File: src/rtl/sysmgr_rst_seq_sync_2ff.sv
// sync_2ff: two-flop synchroniser for a single asynchronous level signal.
//   clk    in  destination clock
//   rst_n  in  asynchronous active-low clear (both flops clear to 0)
//   d      in  asynchronous input
//   q      out synchronised output, two clk cycles of latency
module sync_2ff (
    input  logic clk,
    input  logic rst_n,
    input  logic d,
    output logic q
);

    logic meta;

    always_ff @(posedge clk or negedge rst_n) begin
        if (!rst_n) begin
            meta <= 1'b0;
            q    <= 1'b0;
        end else begin
            meta <= d;
            q    <= meta;
        end
    end

endmodule

File: src/rtl/sysmgr_rst_seq.sv
// sysmgr_rst_seq: reset sequencer for the system manager, clocked by the
// free-running reference clock. Resets the PLL, waits for a filtered lock
// (retrying the PLL on timeout), then releases the rst_out bits in order.
//   clk          in   reference clock
//   rst_n        in   asynchronous active-low reset
//   pll_lock     in   PLL lock, asynchronous, synchronised internally
//   sw_rst_req   in   1-cycle pulse: full re-sequence including the PLL
//   pll_reset_n  out  PLL RESETB (active-low)
//   rst_out      out  active-high resets, bit 0 released first
//   ready        out  high only while all rst_out bits are released (RUN)
//   lock_lost    out  sticky flag: lock dropped during RELEASE/RUN
//   retry_cnt    out  number of lock timeouts, saturating at 15
module sysmgr_rst_seq #(
    parameter int N_RST       = 3,
    parameter int PLL_RST_CYC = 8,
    parameter int LOCK_FILT   = 4,
    parameter int STAGE_DLY_W = 4,
    parameter int LOCK_TMO_W  = 16
) (
    input  logic             clk,
    input  logic             rst_n,
    input  logic             pll_lock,
    input  logic             sw_rst_req,
    output logic             pll_reset_n,
    output logic [N_RST-1:0] rst_out,
    output logic             ready,
    output logic             lock_lost,
    output logic [3:0]       retry_cnt
);

    localparam logic [1:0] ENC_PLL_RST   = 2'd0;
    localparam logic [1:0] ENC_WAIT_LOCK = 2'd1;
    localparam logic [1:0] ENC_RELEASE   = 2'd2;
    localparam logic [1:0] ENC_RUN       = 2'd3;

    typedef enum logic [1:0] {
        PLL_RST   = ENC_PLL_RST,
        WAIT_LOCK = ENC_WAIT_LOCK,
        RELEASE   = ENC_RELEASE,
        RUN       = ENC_RUN
    } state_t;

    localparam int PLL_CW = $clog2(PLL_RST_CYC + 1);
    localparam int FILT_W = LOCK_FILT + 1;
    // Up to 8 stages of 2**STAGE_DLY_W cycles: needs STAGE_DLY_W+4 bits.
    localparam int STG_W  = STAGE_DLY_W + 4;
    localparam int TMO_W  = LOCK_TMO_W + 1;

    localparam logic [PLL_CW-1:0] PLL_LAST = PLL_CW'(PLL_RST_CYC - 1);
    localparam logic [FILT_W-1:0] FILT_MAX = FILT_W'(2 ** LOCK_FILT);
    localparam logic [TMO_W-1:0]  TMO_LAST = TMO_W'((2 ** LOCK_TMO_W) - 1);

    state_t             state, state_nxt;
    logic [PLL_CW-1:0]  pll_cnt, pll_cnt_nxt;
    logic [FILT_W-1:0]  filt_cnt, filt_cnt_nxt;
    logic [STG_W-1:0]   stg_cnt, stg_cnt_nxt, stg_inc;
    logic [TMO_W-1:0]   tmo_cnt, tmo_cnt_nxt;
    logic               prn_nxt, rdy_nxt, ll_nxt;
    logic [N_RST-1:0]   rst_nxt;
    logic [3:0]         rc_nxt;
    logic               lock_s, lock_ok;

    sync_2ff u_lock_sync (
        .clk   (clk),
        .rst_n (rst_n),
        .d     (pll_lock),
        .q     (lock_s)
    );

    assign lock_ok = (filt_cnt == FILT_MAX);

    // Lock filter: any low sample restarts the count; held clear while the
    // PLL is in reset so a stale lock never qualifies.
    always_comb begin
        filt_cnt_nxt = filt_cnt;
        if (state == PLL_RST || !lock_s)
            filt_cnt_nxt = '0;
        else if (!lock_ok)
            filt_cnt_nxt = filt_cnt + 1'b1;
    end

    always_ff @(posedge clk or negedge rst_n) begin
        if (!rst_n) begin
            state       <= PLL_RST;
            pll_cnt     <= '0;
            filt_cnt    <= '0;
            stg_cnt     <= '0;
            tmo_cnt     <= '0;
            pll_reset_n <= 1'b0;
            rst_out     <= '1;
            ready       <= 1'b0;
            lock_lost   <= 1'b0;
            retry_cnt   <= 4'd0;
        end else begin
            state       <= state_nxt;
            pll_cnt     <= pll_cnt_nxt;
            filt_cnt    <= filt_cnt_nxt;
            stg_cnt     <= stg_cnt_nxt;
            tmo_cnt     <= tmo_cnt_nxt;
            pll_reset_n <= prn_nxt;
            rst_out     <= rst_nxt;
            ready       <= rdy_nxt;
            lock_lost   <= ll_nxt;
            retry_cnt   <= rc_nxt;
        end
    end

    always_comb begin
        state_nxt   = state;
        pll_cnt_nxt = pll_cnt;
        stg_cnt_nxt = stg_cnt;
        tmo_cnt_nxt = tmo_cnt;
        prn_nxt     = pll_reset_n;
        rst_nxt     = rst_out;
        rdy_nxt     = ready;
        ll_nxt      = lock_lost;
        rc_nxt      = retry_cnt;
        stg_inc     = (stg_cnt == '1) ? stg_cnt : stg_cnt + 1'b1;

        if (sw_rst_req) begin
            state_nxt   = PLL_RST;
            pll_cnt_nxt = '0;
            prn_nxt     = 1'b0;
            rst_nxt     = '1;
            rdy_nxt     = 1'b0;
            ll_nxt      = 1'b0;
        end else if (!lock_s && (state == RELEASE || state == RUN)) begin
            // No filtering on the way down: one low sample drops everything,
            // but the PLL itself is left running.
            state_nxt   = WAIT_LOCK;
            tmo_cnt_nxt = '0;
            prn_nxt     = 1'b1;
            rst_nxt     = '1;
            rdy_nxt     = 1'b0;
            ll_nxt      = 1'b1;
        end else begin
            case (state)
                PLL_RST: begin
                    prn_nxt = 1'b0;
                    rst_nxt = '1;
                    rdy_nxt = 1'b0;
                    if (pll_cnt == PLL_LAST) begin
                        state_nxt   = WAIT_LOCK;
                        tmo_cnt_nxt = '0;
                        prn_nxt     = 1'b1;
                    end else begin
                        pll_cnt_nxt = pll_cnt + 1'b1;
                    end
                end
                WAIT_LOCK: begin
                    prn_nxt = 1'b1;
                    rst_nxt = '1;
                    rdy_nxt = 1'b0;
                    if (lock_ok) begin
                        state_nxt   = RELEASE;
                        stg_cnt_nxt = '0;
                    end else if (tmo_cnt == TMO_LAST) begin
                        state_nxt   = PLL_RST;
                        pll_cnt_nxt = '0;
                        prn_nxt     = 1'b0;
                        if (retry_cnt != 4'hF)
                            rc_nxt = retry_cnt + 1'b1;
                    end else begin
                        tmo_cnt_nxt = tmo_cnt + 1'b1;
                    end
                end
                RELEASE: begin
                    stg_cnt_nxt = stg_inc;
                    // rst_nxt starts from rst_out, so a released bit stays low.
                    for (int i = 0; i < N_RST; i++)
                        if (stg_inc >= STG_W'((i + 1) << STAGE_DLY_W))
                            rst_nxt[i] = 1'b0;
                    if (!rst_nxt[N_RST-1]) begin
                        state_nxt = RUN;
                        rdy_nxt   = 1'b1;
                    end
                end
                RUN: begin
                    rst_nxt = '0;
                    rdy_nxt = 1'b1;
                end
                default: begin
                    state_nxt   = PLL_RST;
                    pll_cnt_nxt = '0;
                    prn_nxt     = 1'b0;
                    rst_nxt     = '1;
                    rdy_nxt     = 1'b0;
                end
            endcase
        end
    end

endmodule

File: config.mk
export PLATFORM = sky130hd
export DESIGN_NAME = sysmgr_rst_seq
export DESIGN_NICKNAME = d
export VERILOG_FILES = /design/src/rtl/sysmgr_rst_seq_sync_2ff.sv /design/src/rtl/sysmgr_rst_seq.sv
export SDC_FILE = /design/constraint.sdc
export NUM_CORES = 1
export LEC_CHECK = 0
export BUFFER_PORTS_ARGS = -buffer_cell sky130_fd_sc_hd__buf_2
export CAP_MARGIN = 20
export CORE_MARGIN = 5
export CORE_UTILIZATION = 33
export CTS_CLUSTER_SIZE = 28
export DETAILED_ROUTE_END_ITERATION = 8
export PLACE_DENSITY = 0.59
export SLEW_MARGIN = 10
export SYNTH_ARGS = -nofsm -noshare
export SYNTH_HDL_FRONTEND = slang
export SYNTH_SLANG_ARGS = --single-unit
export TNS_END_PERCENT = 20
File: constraint.sdc
create_clock -name clk -period 2.3 [get_ports clk]
set_clock_uncertainty 0.05 [all_clocks]
set_input_delay 0.23 -clock clk [delete_from_list [all_inputs] [get_ports clk]]
set_output_delay 0.23 -clock clk [all_outputs]
set_load 0.02 [all_outputs]
==> flow_metrics.py, run 1 <==
metrics = {
    "run_status": {
        "outcome": "complete, no violations",
    },
    "timing": {
        "slew_headroom_pct": 69.9,
        "drv_slew": 0,
        "fmax_mhz": 449,
        "final_hold_viol_count": 0,
        "grt_setup_unrepaired": "true",
        "min_period_ns": 2.23,
        "finalCritPeriodShare_pct": 96.8,
        "setup_viol": 0,
        "tightest_slew_ns": 0.448,
    },
    "clock_tree": {
        "clockRootBuffer": "clkbuf_8",
        "numCtsBuffers": 5,
        "clk_pin_slew_worst_paths_ns": 0.09,
        "insertion_delay_ns": 0.31,
        "clock_sinks": 48,
        "cts_tree": "yes",
        "cts_max_level": 2,
        "cts_max_path_buffers": 2,
    },
    "yosys": {
        "seq_area_frac_synth_pct": 40.9,
        "yosys.area.top_type_share_pct": 38.2,
        "synth_edf_count": 0,
        "syn_inst": 308,
        "synth.distinct_cells": 69,
        "async_flop_share_pct": 100,
        "synth-seq-cells": 48,
        "synth.avg_cell_area_sq_um": 9.57,
        "yosys-top-cells-area": "dfrtp_1 (38%), ha_1 (4.7%), nor2_1 (4.2%), nand2_1 (3.4%), nand3_1 (3.4%)",
        "synth_area_leader_cell": "dfrtp_1",
        "ys.flop_type": "dfrtp_1",
        "yosys_warnings": 0,
        "syn_area_sq_mm": 0.00295,
        "syn_nets": 323,
    },
    "final_layout": {
        "multi_input_area_sq_mm": 0.00166,
        "fin_nets": 368,
        "syn_to_final_growth_pct": 21.0,
        "fill_cells": 845,
        "layout-drive-gt1-share_pct": 24.3,
        "final_common_cell": "dfrtp_1",
        "fin_util_pct": 40.9,
        "num_antenna_cells": 0,
        "regArea_sq_mm": 0.00120,
        "layout_common_cells": "dfrtp_1 (45), nor2_1 (32), buf_4 (31), nand2_1 (26), nand3_1 (20)",
        "stdcell_area_sq_mm": 0.00357,
    },
    "worst_setup_path": {
        "critPathKind": "reg -> reg",
        "rr_worst_depth": 12,
        "critPathLaunchType": "flip-flop",
        "end_kind": "flip-flop",
        "cp.arrival_ns": 2.38,
        "cp_max_fo": 6,
        "cp.required_ns": 2.46,
    },
    "grt": {
        "grt_use_met3_pct": 2.48,
        "grt_start_max_net_pins": 21,
        "use_met1_pct": 17.9,
        "antenna_found_initial": 0,
        "grt_pass1_wl_microns": 11800,
        "grt_most_used_layer": "met2",
        "met2_usage_pct": 20.3,
        "gr-usage-all-layers_pct": 12.8,
        "gr-total-overflow": 0,
        "grt_pass1_vias": 2397,
    },
    "placed_design": {
        "gp_congestion": 0.827,
        "place_hpwl_microns": 4980,
        "placed_area_sq_mm": 0.00332,
        "portBuffers": 13,
    },
    "die": {
        "start_util_pct": 33.8,
        "coreArea_sq_mm": 0.00872,
        "io_pins": 14,
        "dieArea_sq_mm": 0.0109,
        "rows": 34,
        "die_h_microns": 105,
        "fp.dieW_microns": 105,
    },
    "routing": {
        "firstDrtPassIters": 4,
        "wl_per_cell_microns": 14.8,
        "vias": 2445,
        "route.detailed.drc": 0,
        "via_per_inst": 5.29,
        "postRouteWirelength_microns": 6840,
        "dr.first_iter.drc_count": 136,
        "ant_nets": 0,
    },
    "hold_path": {
        "hold_path_class": "in -> reg",
        "min_path_cells": 2,
    },
    "pwr": {
        "irDropWorstVdd_uv": 361,
        "fin_total_pwr_mw": 2.23,
        "p_per_area_mw_per_mm2": 625,
        "power.leakage_nw": 1.55,
    },
    "flow_run": {
        "drv_cap": 0,
    },
}
through the flow:
| step | cells | worst slack, ns | TNS (ns) | hold slack, ns |
|---|---|---|---|---|
| 2_1_floorplan | 308 | 0.0721 | 0 | -0.116 |
| 3_3_place_gp | 445 | 0.0726 | 0 | 0.132 |
| 3_5_place_dp | 445 | 0.0134 | 0 | 0.139 |
| 4_1_cts | 455 | 0.00604 | 0 | 0.252 |
| 5_1_grt | 462 | -0.0243 | -0.105 | 0.277 |
| 6_report | 462 | 0.0746 | 0 | 0.249 |
routing by layer:
| layer | routed length, microns | vias up |
|---|---|---|
| li1 | - | 1212 |
| met1 | 3240 | 1188 |
| met2 | 3290 | 37 |
| met3 | 223 | 8 |
| met4 | 83 | 0 |
| met5 | 0 | - |
cell type report:
class	count	share of cell area, %
Tap cell	108	3.79
Multi-Input combinational cell	233	46.6
Timing Repair Buffer	50	10.7
Clock buffer	7	2.70
Clock inverter	1	0.842
Inverter	15	1.58
Sequential cell	48	33.8
report_power, final:
| part | total [mW] | switching [mW] | internal, mW |
|---|---|---|---|
| Clock | 0.676 | 0.292 | 0.384 |
| Combinational | 0.582 | 0.312 | 0.271 |
| Sequential | 0.971 | 0.0614 | 0.910 |
| Total | 2.23 | 0.665 | 1.56 |
registers in the layout, summed over array words and instances (netlist names):
| register | cells |
|---|---|
| stg_cnt | 8 |
| ready | 1 |
| state | 2 |
| tmo_cnt | 17 |
| u_lock_sync.q | 1 |
| pll_reset_n | 1 |
| filt_cnt | 5 |
| pll_cnt | 4 |
| u_lock_sync.meta | 1 |
| lock_lost | 1 |
| retry_cnt | 4 |
| rst_out | 3 |
cell usage after synthesis, types with 9 or more instances:
master and instances:
nand3_1 20, nand2_1 27, xor2_1 9, ha_1 11
inv_1 15, and3_1 10, nor2_1 33, nand4_1 12
mux2i_1 9, dfrtp_1 45
path summary, 6_finish.rpt:
path | slack [ns] | end | from
setup / recovery | 0.07 | tmo_cnt[10] | tmo_cnt[0]
min in group asynchronous | 0.34 | stg_cnt[3] | rst_n
setup reg to reg | 0.07 | tmo_cnt[10] | tmo_cnt[0]
max in group asynchronous | 1.29 | ready | rst_n
hold reg to reg | 0.31 | u_lock_sync.q | u_lock_sync.meta
hold / removal | 0.25 | pll_cnt[0] | sw_rst_req
timing repair:
| action | 4_1_cts | 5_1_grt |
|---|---|---|
| cloned | 0 | 0 |
| setup endpoints to repair | 1 | 14 |
| buffers inserted | 0 | 7 |
| hold buffers | 2 | 0 |
| hold endpoints to repair | 14 | 0 |
| gates resized for setup | 0 | 11 |
| pin swaps | 1 | 5 |
kinds of logic (layout without fill, tap and decap cells):
kind of cell / count (synthesis) / after routing / share of synthesized area, %
adder cells (fa/ha/maj): 11 / 11 / 4.67
XOR/XNOR: 17 / 17 / 5.05
flip-flops: 48 / 48 / 40.9
multiplexers: 13 / 13 / 4.71
AND/OR/NAND/NOR: 140 / 140 / 25.4
buffers and inverters: 27 / 73 / 4.50
AO/OA/AOI/OAI: 52 / 52 / 14.8
critical path: stages, from the launching register on:
cell and delay, ns:
dfrtp_1 0.40, ha_2 0.20, nand3_1 0.08, nor2_2 0.05, and4_1 0.22, ha_4 0.18
o211ai_4 0.20, buf_12 0.14, buf_2 0.14, buf_4 0.12, nand4_1 0.12, xor2_1 0.16
nor2_1 0.06
(Power assumes the default switching activity.)
==> inputs of run 2 (changes only) <==
ABC_AREA = 1   (was default)
==> run 2 against run 1 <==
Sequential share of layout area increased by 2.2 points. Synthesized area fell by 2.8%. Sequential power up 14%. Critical path type unchanged.
==> flow_metrics.py, run 2 <==
metrics = {
    "die": {
        "die_h_microns": 103,
        "io_pins": 14,
        "coreArea_sq_mm": 0.00859,
        "fp.dieW_microns": 103,
        "rows": 34,
        "dieArea_sq_mm": 0.0107,
        "start_util_pct": 33.4,
    },
    "routing": {
        "postRouteWirelength_microns": 6100,
        "via_per_inst": 4.70,
        "wl_per_cell_microns": 11.8,
        "ant_nets": 0,
        "dr.first_iter.drc_count": 60,
        "vias": 2425,
        "firstDrtPassIters": 4,
        "route.detailed.drc": 0,
    },
    "grt": {
        "grt_start_max_net_pins": 49,
        "gr-total-overflow": 0,
        "gr-usage-all-layers_pct": 12.5,
        "antenna_found_initial": 0,
        "grt_pass1_wl_microns": 10700,
        "grt_pass1_vias": 2323,
    },
    "clock_tree": {
        "cts_max_path_buffers": 2,
        "clock_sinks": 48,
        "insertion_delay_ns": 0.30,
        "cts_max_level": 2,
        "clk_pin_slew_worst_paths_ns": 0.09,
        "cts_tree": "yes",
        "numCtsBuffers": 5,
        "clockRootBuffer": "clkbuf_8",
    },
    "yosys": {
        "syn_area_sq_mm": 0.00287,
        "syn_inst": 369,
        "synth.avg_cell_area_sq_um": 7.77,
        "synth-seq-cells": 48,
        "synth.distinct_cells": 38,
        "yosys.area.top_type_share_pct": 39.3,
        "synthMostInstantiatedCell": "nand2_1",
        "yosys_warnings": 0,
        "async_flop_share_pct": 100,
        "ys.flop_type": "dfrtp_1",
        "synth_edf_count": 0,
        "yosys-top-cells-area": "dfrtp_1 (39%), nand2_1 (12%), inv_1 (6.9%), nand3_1 (6.8%), nor2_1 (5.0%)",
        "synth_area_leader_cell": "dfrtp_1",
        "seq_area_frac_synth_pct": 42.0,
        "synth_commonest_cells": "nand2_1 (89), inv_1 (53), dfrtp_1 (45)",
        "syn_nets": 384,
    },
    "placed_design": {
        "gp_congestion": 0.827,
        "post-place-ws_ns": 0.0420,
        "portBuffers": 13,
        "dp.cells": 500,
        "place_hpwl_microns": 4450,
    },
    "worst_setup_path": {
        "end_kind": "flip-flop",
        "cp_max_fo": 5,
        "critPathKind": "reg -> reg",
        "cp.required_ns": 2.48,
        "cp.arrival_ns": 2.45,
        "critPathLaunchType": "flip-flop",
    },
    "final_layout": {
        "largest_register_ffs": 17,
        "layout_common_cells": "nand2_1 (84), inv_1 (52), dfrtp_1 (45), nand3_1 (38), nor2_1 (35)",
        "multi_input_area_sq_mm": 0.00148,
        "fill_cells": 885,
        "fin_util_pct": 38.9,
        "layout-drive-gt1-share_pct": 18.9,
        "regArea_sq_mm": 0.00120,
        "top_regs": "tmo_cnt: 17 flops, stg_cnt: 8 flops, filt_cnt: 5 flops",
        "num_antenna_cells": 0,
        "fin_nets": 422,
        "syn_to_final_growth_pct": 16.8,
        "regMostFlops": "tmo_cnt",
        "finalNonFillerCells": 516,
        "final_common_cell": "nand2_1",
    },
    "pwr": {
        "p_per_area_mw_per_mm2": 757,
        "fin_total_pwr_mw": 2.53,
        "irDropWorstVdd_uv": 348,
        "pwr-share-comb_pct": 36.4,
        "power.leakage_nw": 1.56,
        "p_sw_uw": 993,
        "sequentialPowerShare_pct": 43.6,
        "pwr-share-clk_pct": 20.0,
        "internal_power_mw": 1.54,
        "switching_share_pct": 39.2,
    },
    "timing": {
        "finalCritPeriodShare_pct": 98.7,
        "fmax_mhz": 441,
        "grt_setup_unrepaired": "true",
        "tightest_slew_ns": 0.613,
        "fin_tns_setup_ns": 0,
        "slew_headroom_pct": 59.1,
        "setup_viol": 0,
        "final_hold_viol_count": 0,
        "setup_ws_ns": 0.0305,
        "drv_slew": 0,
        "min_period_ns": 2.27,
    },
    "flow_run": {
        "drv_cap": 0,
    },
    "run_status": {
        "outcome": "complete, no violations",
    },
    "hold_path": {
        "hold_path_class": "in -> reg",
    },
}
-- run 2: cell types whose count changed after synthesis, moves of 5 or more --
cell / change
nand2_1: +62
inv_1: +38
nand3_1: +19
o21ai_0: +12
and3_1: -9
mux2i_1: -9
buf_4: -5
nor2_1: +5
xnor2_1: -5
-- run 2: repair_timing --
item                                   4_1_cts  5_1_grt
setup endpoints to repair                    0       18
setup buffers                                0        6
endpoints found under the hold margin       38        0
resized for setup                            0       21
hold buffers                                 2        0
-- run 2: area by class of cell --
cell class	count	share of cell area (%)
Multi-Input combinational cell	262	44.2
Sequential cell	48	36.0
Timing Repair Buffer	34	6.80
Inverter	56	6.43
Tap cell	108	4.04
Clock buffer	7	2.28
Clock inverter	1	0.262
-- run 2: logic make-up (layout without fill, tap and decap cells) --
group	Yosys count	count (layout)	synth area share [%]
AO/OA/AOI/OAI	41	41	8.77
XOR/XNOR	8	8	2.44
adder cells (fa/ha/maj)	11	11	4.80
buffers and inverters	59	98	8.77
flip-flops	48	48	42.0
AND/OR/NAND/NOR	202	202	33.2
-- run 2: power by group through the flow --
| stage | sequential (mW) | clock, mW | combinational (mW) |
|---|---|---|---|
| global route | 1.13 | 0.561 | 1.05 |
| CTS | 1.10 | 0.526 | 0.825 |
| floorplan | 1.10 | 0 | 0.625 |
| finish | 1.11 | 0.507 | 0.922 |
| global placement | 1.12 | 0 | 0.812 |
| detailed placement | 1.12 | 0 | 0.817 |
-- run 2: critical path, cell delays in order (launching register included) --
cell and delay, ns:
dfrtp_1 0.38, ha_2 0.20, nand2_2 0.07, nor2_4 0.11, nand4_1 0.15, nor4_2 0.25
ha_2 0.22, buf_4 0.12, o21ai_4 0.06, nand2_4 0.10, buf_4 0.13, nor2_2 0.05
nand2_1 0.07, nand2_2 0.07, a21boi_2 0.14
-- run 2: metal layers --
metal	track usage, %	part of all wire, %
met1	16.9	47
met2	20.6	49
met3	2.28	2.4
met4	3.78	0.85
met5	0	0
-- run 2: path summary, 6_finish.rpt --
| kind | startpoint | to | slack [ns] | cells past startpoint |
|---|---|---|---|---|
| worst max-delay path | tmo_cnt[1] | tmo_cnt[8] | 0.03 | 14 |
| worst min-delay path | sw_rst_req | lock_lost | 0.18 | 2 |
| worst max register to register | tmo_cnt[1] | tmo_cnt[8] | 0.03 | 14 |
| worst min register to register | u_lock_sync.meta | u_lock_sync.q | 0.31 | 0 |
| max in group asynchronous | rst_n | filt_cnt[1] | 1.27 | 3 |
| min in group asynchronous | rst_n | stg_cnt[5] | 0.50 | 3 |
-- run 2: metrics by stage --
| step | hold WS, ns | area, sq um |
|---|---|---|
| global route | 0.174 | 3350 |
| detailed placement | 0.291 | 3130 |
| finish | 0.179 | 3350 |
| floorplan | -0.116 | 2870 |
| CTS | 0.173 | 3230 |
| global placement | 0.283 | 3130 |
==> inputs of run 3 (changes only) <==
SYNTH_HIERARCHICAL = 1   (was default)
==> run 3 against run 2 <==
Combinational power decreased by 9.7%. Sequential power decreased by 4%. Global-route usage decreased by 0.099 points. Power decreased by 1.4%. Sequential share of layout area increased by 0.70 points. Critical path type unchanged. Worst setup slack improved by 0.079 ns. Fmax increased by 3.6%. Synthesized area decreased by 0.83%. Clock-buffer cell count decreased by 1. Final cell count decreased by 2.9%. Largest cell class unchanged. Critical path depth increased by 1.
==> flow_metrics.py, run 3 <==
metrics = {
    "run_status": {
        "outcome": "complete, no violations",
    },
    "worst_setup_path": {
        "critPathMostFrequentCell": "nand2_2",
        "path_buf_inv": 1,
        "slowest_delay_ns": 0.39,
        "rr_worst_depth": 15,
        "crit_path_end": "pll_cnt[3]",
        "cp_top_family": "simple AND/OR/NAND/NOR gates",
        "cp_max_fo": 4,
        "cp-startpoint": "tmo_cnt[0]",
        "cp.required_ns": 2.43,
        "regToRegStartpoint": "tmo_cnt[0]",
        "worst-path-stages": 15,
        "critPathKind": "reg -> reg",
        "cp_slowest_cell": "dfrtp_1",
        "reg2reg_slack_ns": 0.11,
        "end_kind": "flip-flop",
        "r2r_end": "pll_cnt[3]",
        "crit_chain": "ha_2 > nand2_2 > nor3_2 > nand4_1 > nor3_2 > ha_2 > inv_1 > nand2_2 > nand2_2 > nor2_2 > nand2_2 > nand2_4 > nand2_2 > xor2_1 > nor2_1",
        "cp.arrival_ns": 2.32,
        "critPathLaunchType": "flip-flop",
    },
    "placed_design": {
        "post-place-ws_ns": -0.000257,
        "place_hpwl_microns": 4530,
        "gp_congestion": 0.855,
        "portBuffers": 13,
    },
    "yosys": {
        "synth_area_leader_cell": "dfrtp_1",
        "syn_inst": 364,
        "synth-seq-cells": 48,
        "yosys.area.top_type_share_pct": 39.6,
        "yosys-top-cells-area": "dfrtp_1 (40%), nand2_1 (11%), inv_1 (5.9%), nor2_1 (5.5%), nand3_1 (5.5%)",
        "ys.flop_type": "dfrtp_1",
        "synth.avg_cell_area_sq_um": 7.81,
        "synth_commonest_cells": "nand2_1 (86), dfrtp_1 (45), inv_1 (45)",
        "syn_area_sq_mm": 0.00284,
        "synth_edf_count": 0,
        "synthMostInstantiatedCell": "nand2_1",
        "syn_nets": 379,
        "async_flop_share_pct": 100,
        "synth.distinct_cells": 38,
        "seq_area_frac_synth_pct": 42.4,
        "yosys_warnings": 6,
    },
    "die": {
        "coreArea_sq_mm": 0.00830,
        "fp.dieW_microns": 103,
        "rows": 33,
        "die_h_microns": 103,
        "start_util_pct": 34.3,
        "dieArea_sq_mm": 0.0106,
        "io_pins": 14,
    },
    "pwr": {
        "p_per_area_mw_per_mm2": 761,
        "pwr-share-clk_pct": 23.9,
        "fin_total_pwr_mw": 2.50,
        "irDropWorstVdd_uv": 291,
        "p_sw_uw": 917,
        "pwr-share-comb_pct": 33.4,
        "internal_power_mw": 1.58,
        "power.leakage_nw": 1.53,
        "switching_share_pct": 36.7,
        "sequentialPowerShare_pct": 42.8,
    },
    "clock_tree": {
        "clk_pin_slew_worst_paths_ns": 0.09,
        "insertion_delay_ns": 0.30,
        "numCtsBuffers": 5,
        "clock_sinks": 48,
        "cts_max_level": 2,
        "cts_tree": "yes",
        "cts_max_path_buffers": 2,
        "clockRootBuffer": "clkbuf_8",
    },
    "grt": {
        "grt_start_max_net_pins": 35,
        "gr-total-overflow": 0,
        "gr-usage-all-layers_pct": 12.4,
        "grt_pass1_vias": 2306,
        "grt_pass1_wl_microns": 10700,
        "antenna_found_initial": 0,
    },
    "routing": {
        "postRouteWirelength_microns": 6110,
        "ant_nets": 0,
        "vias": 2412,
        "via_per_inst": 4.81,
        "route.detailed.drc": 0,
        "wl_per_cell_microns": 12.2,
        "dr.first_iter.drc_count": 113,
        "firstDrtPassIters": 4,
    },
    "timing": {
        "setup_ws_ns": 0.110,
        "setup_viol": 0,
        "slew_headroom_pct": 47.3,
        "fmax_mhz": 457,
        "drv_slew": 0,
        "min_period_ns": 2.19,
        "final_hold_viol_count": 0,
        "finalCritPeriodShare_pct": 95.2,
        "hold_slack_ns": 0.186,
        "fin_tns_setup_ns": 0,
        "tightest_slew_ns": 0.790,
    },
    "final_layout": {
        "layout-drive-gt1-share_pct": 18.7,
        "largest_register_ffs": 17,
        "final_common_cell": "nand2_1",
        "syn_to_final_growth_pct": 15.5,
        "top_regs": "tmo_cnt: 17 flops, stg_cnt: 8 flops, filt_cnt: 5 flops",
        "regMostFlops": "tmo_cnt",
        "num_antenna_cells": 0,
        "layout_common_cells": "nand2_1 (80), inv_1 (45), dfrtp_1 (45), nor2_1 (39), nand3_1 (31)",
        "fin_util_pct": 39.6,
        "fin_nets": 410,
    },
    "hold_path": {
        "hold_path_class": "in -> reg",
    },
    "flow_run": {
        "drv_cap": 0,
    },
}
==> run 3: cell types whose count changed in the layout (fill, tap and decap cells not counted), sizes merged, moves of 3 or more <==
| cell | before | now |
|---|---|---|
| o21ai | 20 | 23 |
| a21oi | 10 | 13 |
| nor2 | 45 | 49 |
| buf | 32 | 27 |
| inv | 56 | 48 |
| nand3 | 39 | 31 |
==> run 3: layout make-up <==
cell class | count | area, sq um
well taps | 105 | 131
fillers | 864 | 5020
multi-input cells | 262 | 1460
clock buffers | 6 | 72.6
clock inverters | 2 | 35.0
inverters | 49 | 188
repair buffers | 29 | 190
flip-flops and latches | 48 | 1200
==> run 3: power groups by stage <==
stage | clock [mW] | sequential (mW) | combinational, mW
2_1_floorplan | 0 | 1.07 | 0.567
5_1_grt | 0.652 | 1.09 | 0.948
6_report | 0.596 | 1.07 | 0.833
4_1_cts | 0.622 | 1.07 | 0.750
3_5_place_dp | 0 | 1.08 | 0.742
3_3_place_gp | 0 | 1.08 | 0.730
==> run 3: logic make-up after synthesis <==
logic type	synth area share, %
and+or+nand+nor	32.7
buffers and inverters	8.01
DFF	42.4
AOI/OAI and AO/OA	9.33
adders and majority gates	4.84
xor gates and xnor gates	2.77
==> run 3: per-stage QoR <==
step / area, sq um / std cells
after floorplan: 2840 / 364
after global placement: 3070 / 486
after detailed placement: 3070 / 486
after CTS: 3200 / 496
after global routing: 3280 / 501
final: 3280 / 501
==> run 3: per-layer routing <==
layer / track usage (%) / vias to the layer above / part of all wire (%)
met2: 20.5 / 39 / 47
met5: 0 / - / 0
li1: - / 1244 / -
met3: 2.23 / 5 / 3.1
met1: 17.0 / 1124 / 49
met4: 2.99 / 0 / 0.97
==> run 3: how the worst min path moves through the flow <==
stage	start	end	cells past startpoint
after floorplan	rst_n	filt_cnt[0]	0
after global placement	rst_n	stg_cnt[7]	1
after detailed placement	u_lock_sync/meta	u_lock_sync/q	0
after CTS	sw_rst_req	lock_lost	2
after global routing	sw_rst_req	lock_lost	2
final	sw_rst_req	lock_lost	2
==> run 3: repair_timing <==
item	CTS	global route
pin swaps	0	2
hold buffers	2	0
resized for setup	1	14
endpoints found under the hold margin	30	0
setup buffers	0	5
setup endpoints to repair	2	20
